File: src/rtl/lemming_pkg.sv
// Shared types and helpers for the lemming swarm controller.
// Holds the per-channel state encoding and a constant max helper.
package lemming_pkg;

   typedef enum logic [3:0] {
      WALK_L,
      WALK_R,
      FALL_L,
      FALL_R,
      DIG_L,
      DIG_R,
      JUMP_L,
      JUMP_R,
      SPLAT
   } lem_state_t;

   function automatic int max3(input int a, input int b, input int c);
      int m;
      m = a;
      if (b > m) m = b;
      if (c > m) m = c;
      return m;
   endfunction

endpackage

File: src/rtl/lemming_core.sv
// One lemming channel: state register, shared fall/dig/jump counter
// and Moore output decode.
module lemming_core
   import lemming_pkg::*;
#(
   parameter int FALL_LIMIT  = 20,
   parameter int JUMP_CYCLES = 3,
   parameter int DIG_LIMIT   = 0
) (
   input  logic clk,
   input  logic areset,
   input  logic ground,
   input  logic bump_left,
   input  logic bump_right,
   input  logic small_bump_left,
   input  logic small_bump_right,
   input  logic dig,
   input  logic revive,
   output logic walk_left,
   output logic walk_right,
   output logic aah,
   output logic digging,
   output logic jumping,
   output logic splat
);

   localparam int CW = $clog2(max3(FALL_LIMIT, JUMP_CYCLES, DIG_LIMIT) + 1);
   localparam logic [CW-1:0] FALL_MAX  = CW'(FALL_LIMIT);
   localparam logic [CW-1:0] FALL_LAST = CW'(FALL_LIMIT - 1);
   localparam logic [CW-1:0] JUMP_LAST = CW'(JUMP_CYCLES - 1);
   localparam logic [CW-1:0] DIG_LAST  = CW'((DIG_LIMIT > 0) ? DIG_LIMIT - 1 : 0);

   lem_state_t      state_q, state_d;
   logic [CW-1:0]   cnt_q, cnt_d;

   logic            go_left;
   logic            wall;
   logic            ledge;
   lem_state_t      walk_st, back_st, fall_st, dig_st, jump_st;

   assign go_left = (state_q == WALK_L) || (state_q == FALL_L) ||
                    (state_q == DIG_L)  || (state_q == JUMP_L);
   assign wall    = go_left ? bump_left : bump_right;
   assign ledge   = go_left ? small_bump_left : small_bump_right;
   assign walk_st = go_left ? WALK_L : WALK_R;
   assign back_st = go_left ? WALK_R : WALK_L;
   assign fall_st = go_left ? FALL_L : FALL_R;
   assign dig_st  = go_left ? DIG_L  : DIG_R;
   assign jump_st = go_left ? JUMP_L : JUMP_R;

   always_ff @(posedge clk or posedge areset) begin
      if (areset) begin
         state_q <= WALK_L;
         cnt_q   <= '0;
      end else begin
         state_q <= state_d;
         cnt_q   <= cnt_d;
      end
   end

   always_comb begin
      state_d = state_q;
      cnt_d   = cnt_q;
      unique case (state_q)
         WALK_L, WALK_R: begin
            cnt_d = '0;
            if (!ground)    state_d = fall_st;
            else if (dig)   state_d = dig_st;
            else if (wall)  state_d = back_st;
            else if (ledge) state_d = jump_st;
         end
         FALL_L, FALL_R: begin
            cnt_d = (cnt_q == FALL_MAX) ? cnt_q : cnt_q + CW'(1);
            // Landing includes the current fall cycle in the count.
            if (ground) begin
               state_d = (cnt_q >= FALL_LAST) ? SPLAT : walk_st;
               cnt_d   = '0;
            end
         end
         DIG_L, DIG_R: begin
            cnt_d = (DIG_LIMIT > 0) ? cnt_q + CW'(1) : cnt_q;
            if (!ground) begin
               state_d = fall_st;
               cnt_d   = '0;
            end else if ((DIG_LIMIT > 0) && (cnt_q == DIG_LAST)) begin
               state_d = walk_st;
               cnt_d   = '0;
            end
         end
         JUMP_L, JUMP_R: begin
            cnt_d = cnt_q + CW'(1);
            if (!ground) begin
               state_d = fall_st;
               cnt_d   = '0;
            end else if (cnt_q == JUMP_LAST) begin
               state_d = walk_st;
               cnt_d   = '0;
            end
         end
         SPLAT: begin
            if (revive) begin
               state_d = WALK_L;
               cnt_d   = '0;
            end
         end
         default: begin
            state_d = WALK_L;
            cnt_d   = '0;
         end
      endcase
   end

   assign walk_left  = (state_q == WALK_L);
   assign walk_right = (state_q == WALK_R);
   assign aah        = (state_q == FALL_L) || (state_q == FALL_R);
   assign digging    = (state_q == DIG_L)  || (state_q == DIG_R);
   assign jumping    = (state_q == JUMP_L) || (state_q == JUMP_R);
   assign splat      = (state_q == SPLAT);

endmodule

File: src/rtl/lemming_swarm_ctrl.sv
// N independent lemming channels plus a live-lemming popcount.
// Bit i of every vector belongs to channel i.
module lemming_swarm_ctrl
   import lemming_pkg::*;
#(
   parameter int N_LEM       = 4,
   parameter int FALL_LIMIT  = 20,
   parameter int JUMP_CYCLES = 3,
   parameter int DIG_LIMIT   = 0
) (
   input  logic                         clk,
   input  logic                         areset,
   input  logic [N_LEM-1:0]             ground,
   input  logic [N_LEM-1:0]             bump_left,
   input  logic [N_LEM-1:0]             bump_right,
   input  logic [N_LEM-1:0]             small_bump_left,
   input  logic [N_LEM-1:0]             small_bump_right,
   input  logic [N_LEM-1:0]             dig,
   input  logic [N_LEM-1:0]             revive,
   output logic [N_LEM-1:0]             walk_left,
   output logic [N_LEM-1:0]             walk_right,
   output logic [N_LEM-1:0]             aah,
   output logic [N_LEM-1:0]             digging,
   output logic [N_LEM-1:0]             jumping,
   output logic [N_LEM-1:0]             splat,
   output logic [$clog2(N_LEM+1)-1:0]   alive_count
);

   localparam int AW = $clog2(N_LEM + 1);

   for (genvar i = 0; i < N_LEM; i++) begin : g_lem
      lemming_core #(
         .FALL_LIMIT  (FALL_LIMIT),
         .JUMP_CYCLES (JUMP_CYCLES),
         .DIG_LIMIT   (DIG_LIMIT)
      ) u_core (
         .clk              (clk),
         .areset           (areset),
         .ground           (ground[i]),
         .bump_left        (bump_left[i]),
         .bump_right       (bump_right[i]),
         .small_bump_left  (small_bump_left[i]),
         .small_bump_right (small_bump_right[i]),
         .dig              (dig[i]),
         .revive           (revive[i]),
         .walk_left        (walk_left[i]),
         .walk_right       (walk_right[i]),
         .aah              (aah[i]),
         .digging          (digging[i]),
         .jumping          (jumping[i]),
         .splat            (splat[i])
      );
   end

   always_comb begin
      alive_count = '0;
      for (int i = 0; i < N_LEM; i++) begin
         alive_count = alive_count + AW'(!splat[i]);
      end
   end

endmodule

File: config.mk
export PLATFORM = sky130hd
export DESIGN_NAME = lemming_swarm_ctrl
export DESIGN_NICKNAME = d
export VERILOG_FILES = /design/src/rtl/lemming_pkg.sv /design/src/rtl/lemming_core.sv /design/src/rtl/lemming_swarm_ctrl.sv
export SDC_FILE = /design/constraint.sdc
export NUM_CORES = 1
export LEC_CHECK = 0
export CAP_MARGIN = 20
export CORE_MARGIN = 10
export CORE_UTILIZATION = 55
export DETAILED_ROUTE_END_ITERATION = 12
export PLACE_DENSITY = 0.82
export SLEW_MARGIN = 20
export SYNTH_ARGS = -nofsm -noshare
export SYNTH_HDL_FRONTEND = slang
export SYNTH_SLANG_ARGS = --single-unit
File: constraint.sdc
create_clock -name clk -period 6.3 [get_ports clk]
set_clock_uncertainty 0.2 [all_clocks]
set_input_delay 1.575 -clock clk [delete_from_list [all_inputs] [get_ports clk]]
set_output_delay 1.575 -clock clk [all_outputs]
set_load 0.1 [all_outputs]
# After elaboration in Yosys (flattened, before gate mapping)
# Index checks and enable logic that the tools add are counted.
# word_totals
ff_bits	36
in_bits	30
# classes
addsub	7
order_cmp	4
eq_ne	64
mux	100
reduce_logical	56
# op_table
cell	n
4-bit two-way mux	40
5-bit two-way mux	24
4-bit case mux with 5 select lines	4
5-bit case mux with 4 select lines	4
4-bit by 3-bit equality test with 1-bit output, second input constant	16
4-bit by 2-bit equality test with 1-bit output, second input constant	8
2-bit OR reduction	16
1-bit two-way mux	28
1-bit logical OR	24
2-bit != test, second input constant	12
5-bit by 1-bit adder with 5-bit output, second input constant	4
5-bit by 2-bit equality test with 1-bit output, second input constant	4
5-bit equality test, second input constant	4
5-bit >= comparator, second input constant	4
5-bit by 3-bit != test with 1-bit output, second input constant	4
5-bit AND reduction	4
4-bit by 1-bit equality test with 1-bit output, second input constant	4
4-bit equality test, second input constant	4
4-bit logical NOT	4
3-bit by 2-bit != test with 1-bit output, second input constant	4
3-bit != test, second input constant	4
3-bit AND reduction	4
1-bit logical NOT	4
2-bit by 1-bit adder with 3-bit output	1
other kinds (2)	2

# Logic depth before layout (Yosys ltp)
# depth
word_depth	10
ltp_mapped	7
depth_no_buf	7

# Hierarchy
# From an unflattened synthesis, not the netlist that was laid out.
# hier_totals
cells_unflattened	341
hier_area_um2	2934.1
# by_module_without_submodules
module	instances	cells_per_inst	area_each_um2	seq_area_each_um2
lemming_core (g_lem[1].u_core ...)	2	85	716.9	225.2
lemming_core (g_lem[3].u_core)	1	84	735.7	225.2
lemming_core (g_lem[0].u_core)	1	81	708.2	225.2
lemming_swarm_ctrl	1	6	56.3	0.0

# Least setup slack after synthesis
# OpenSTA, ideal clock, no wires.
# synth_path
path_kind	reg-to-output
from	register g_lem[1].u_core.state_q[3]
to	output port alive_count[1]
arrival_ns	2.589
required_ns	4.525
path_slack_ns	1.936
stages_incl_launch_ff	7
n_path_buf	1
cell_sequence	dfrtp_1 clkbuf_1 inv_1 or4_1 fa_1 ha_1 ha_1
# synth_via
elab_chain_len	5
# synth_lines
element	line	text
from (decl)	lemming_core.sv:33	lem_state_t state_q, state_d;
from (signal assigned)	lemming_core.sv:56	state_q <= state_d;
4-bit equality test	lemming_core.sv:118	assign splat = (state_q == SPLAT);
1-bit logical NOT	lemming_swarm_ctrl.sv:58	alive_count = alive_count + AW'(!splat[i]);
1-bit by 1-bit adder with 2-bit output	lemming_swarm_ctrl.sv:58	
2-bit by 1-bit adder with 3-bit output	lemming_swarm_ctrl.sv:58	
3-bit by 1-bit adder with 3-bit output	lemming_swarm_ctrl.sv:58	
to (decl)	lemming_swarm_ctrl.sv:26	output logic [$clog2(N_LEM+1)-1:0] alive_count
# Every way passes these cells.

# Worst setup path after layout
# Same ends and word-level chain as after synthesis.

==> impl_metrics.csv <==
group,metric,value,unit
timing,rsz0062_at_grt,"false",
final_layout,drive_above_1_share,4.69,%
worst_setup_path,timing.critical_path.max_delay_family,"buffers and inverters",
worst_setup_path,r2r_end,"g_lem[1].u_core.state_q[0]$_DFFE_PP0P_",
clock_network,clk_pin_slew,0.07,ns
placed_design,dp_cells,447,
timing,slew_viol_final,0,
clock_network,cts_buffer_depth,2,
synth,yosys-top-cells-area,"dfrtp_1 (31%), buf_4 (6.1%), ha_1 (6.0%), o21ai_0 (4.3%), nand2_1 (4.0%)",
timing,timing.slew.headroom,33.5,%
final_layout,fin_cells,454,
synth,ys_types,57,
worst_setup_path,critPathMaxFanout,9,
clock_network,cts_buffers,5,
drt,drcViolationCount,0,
min_path,min_to,"g_lem[3].u_core.cnt_q[4]$_DFFE_PP0P_",
final_layout,nNetsFinal,429,
drt,drt_iter0_markers,146,
drt,first_pass_iters,4,
synth,synthArstFlopShare,100,%
drt,ant_nets,0,
floorplan,io_pins,57,
synth,ys_ff_latch,36,
clock_network,cts_setup_buffers,0,
synth,ys.flop_type,"dfrtp_1",
run,cap_violations,0,
worst_setup_path,crit_top_cell,"ha_1",
drt,routed_wl,7230,um
power,power.density,447,nW/um2
timing,timing.fmax,190,MHz
clock_network,cts_tree,"done",
worst_setup_path,worstPathArrival,3.49,ns
timing,period_share,83.5,%
synth,synth.avg_cell_area,8.18,um2
clock_network,cts_sinks,36,
drt,wl_per_cell,15.9,um
final_layout,final_area,3450,um2
worst_setup_path,crit_type,"reg -> out",
timing,period_minus_slack,5.26,ns
min_path,min_path_type,"reg -> reg",
clock_network,ctsResizeCount,0,
synth,syn-num-nets,404,
clock_network,htreeDepth,2,
placed_design,gp_congestion,0.899,
clock_network,insertion_delay,0.29,ns
worst_setup_path,max_stage_delay,1.14,ns
worst_setup_path,r2r-start,"g_lem[1].u_core.cnt_q[0]$_DFFE_PP0P_",
worst_setup_path,cp_cell_sequence,"inv_1 -> or4_1 -> fa_1 -> ha_1 -> ha_1 -> clkdlybuf4s50_1",
worst_setup_path,critical_path_buf_inv_count,2,
synth,yosysTopAreaCell,"dfrtp_1",
drt,vias,2666,
synth,syn_inst,359,
power,leakagePower,1.43,nW
grt,antenna_found_initial,0,
placed_design,hpwl,5380,um
grt,grt_pass1_vias,2509,
worst_setup_path,rrSetupSlack,3.78,ns
worst_setup_path,critical_path.endpoint_type,"primary output",
grt,grt_pass1_wl,12100,um
run_status,status,"finished, final reports clean",
final_layout,areaGrowthSynthToFinish,17.4,%
synth,synth_edf_count,0,
worst_setup_path,slowest_stage,"clkdlybuf4s50_1",
grt,grt_max_degree,37,
synth,ys_warn_count,0,
synth,ys_seq_area_share,30.7,%
synth,syn_area,2940,um2
placed_design,portBuffers,56,
synth,yosysTopAreaCellShare,30.7,%
final_layout,layout_commonest_cell,"clkdlybuf4s50_1",
worst_setup_path,crit_start,"g_lem[1].u_core.state_q[3]$_DFFE_PP0P_",
timing,tightest_slew,0.995,ns
timing,hold_violations,0,
clock_network,cts-root-buf,"clkbuf_8",
floorplan,core,5140,um2
worst_setup_path,startpoint_type,"register",
floorplan,die_y,93.1,um
final_layout,n_antenna_cell,0,
floorplan,dieWidth,93.1,um
worst_setup_path,cp_data_required_time,4.53,ns
clock_network,cts.hold.buffers_added,0,
grt,grt_overflow,0,
drt,vias_per_cell,5.87,
worst_setup_path,worst-r2r-cell-count,6,
min_path,worstHoldPathCells,2,
timing,tns,0,ns
grt,grt_usage,16.3,%
final_layout,most-common-layout-cells,"clkdlybuf4s50_1 (56), dfrtp_1 (36), nand2_1 (31)",
power,vdd_drop_max,257,uV
placed_design,place_area,3340,um2
floorplan,start_util,57.1,%
timing,setup_viol_count_final,0,
floorplan,dieArea,8660,um2
floorplan,fp-row-count,26,
min_path,hp-start,"g_lem[3].u_core.cnt_q[4]$_DFFE_PP0P_",
-- cell usage after synthesis (all sizes together), types with 2 or more instances --
library cell,instances
a211oi,2
nand3,15
xor2,4
clkbuf,10
nor3b,3
mux2i,6
and2,3
o211ai,4
a311o,2
ha,14
o21ai,26
a41oi,2
inv,30
nor4,4
a21oi,14
a22oi,3
nand2,31
nand3b,8
dfrtp,36
or4,5
nor3,8
a21o,2
nor4bb,2
nor2b,6
nand4,2
o32ai,5
a2111oi,4
a211o,3
mux2,2
a2bb2oi,2
a31oi,4
a31o,3
or4b,4
nor4b,3
a311oi,2
nand2b,11
nor2,27
o31ai,4
buf,29
-- kinds of logic (layout without fill, tap and decap cells) --
kind of cell,Yosys count,in the layout,share of synthesized area (%)
and+or+nand+nor,135,135,24.6
AOI/OAI and AO/OA,91,91,21.4
buffers and inverters,69,94,12.3
DFF,36,36,30.7
adders and majority gates,15,15,6.65
muxes,8,8,2.81
xor gates and xnor gates,5,5,1.49
-- worst max-delay path by stage --
stage | end | slack [ns] | depth (start not counted)
after global routing | alive_count[1] | 0.93 | 6
after floorplan | alive_count[1] | 1.94 | 6
after detailed placement | alive_count[1] | 1.34 | 5
final | alive_count[1] | 1.04 | 6
after global placement | alive_count[1] | 1.39 | 5
after CTS | alive_count[1] | 1.02 | 5
-- per-stage QoR --
step | util (%) | hold WS [ns] | setup WS (ns) | power [mW]
after floorplan | - | 0.294 | 1.94 | 1.22
after global placement | 65.0 | 0.330 | 1.39 | 1.34
after detailed placement | 65.0 | 0.331 | 1.34 | 1.36
after CTS | 66.9 | 0.350 | 1.02 | 1.54
after global routing | 67.1 | 0.373 | 0.925 | 1.64
final | 67.1 | 0.355 | 1.04 | 1.54
-- flip-flops by register name, summed over array words and instances (netlist names) --
signal / count
g_lem.u_core.state_q: 16
g_lem.u_core.cnt_q: 20
-- report_power, final --
part / internal [mW] / leakage [nW] / switching (mW)
registers: 0.283 / 0.481 / 0.0971
clock network: 0.0975 / 0.0503 / 0.0827
logic: 0.286 / 0.902 / 0.694
total: 0.666 / 1.43 / 0.873
-- area by class of cell --
cell class,instances,area [um2]
Tap cell,70,87.6
Multi-Input combinational cell,254,1680
Clock buffer,7,96.3
Fill cell,463,1690
Sequential cell,36,901
Inverter,30,113
Timing Repair Buffer,57,568
-- tightest hold or removal path: cells and delay by family, from the launching register on --
family | cells | cell delay, ns
AND/OR/NAND/NOR | 1 | 0.06
AO/OA/AOI/OAI | 1 | 0.06
flip-flops | 1 | 0.40
-- per-layer routing --
metal / wire length, um / vias up / GRT usage (%) / share of wire [%]
li1: - / 1312 / - / -
met1: 3220 / 1290 / 20.5 / 45
met2: 3530 / 62 / 27.3 / 49
met3: 470 / 2 / 5.12 / 6.5
met4: 8 / 0 / 2.06 / 0.11
met5: 0 / - / 0 / 0
(Power assumes the default switching activity.)
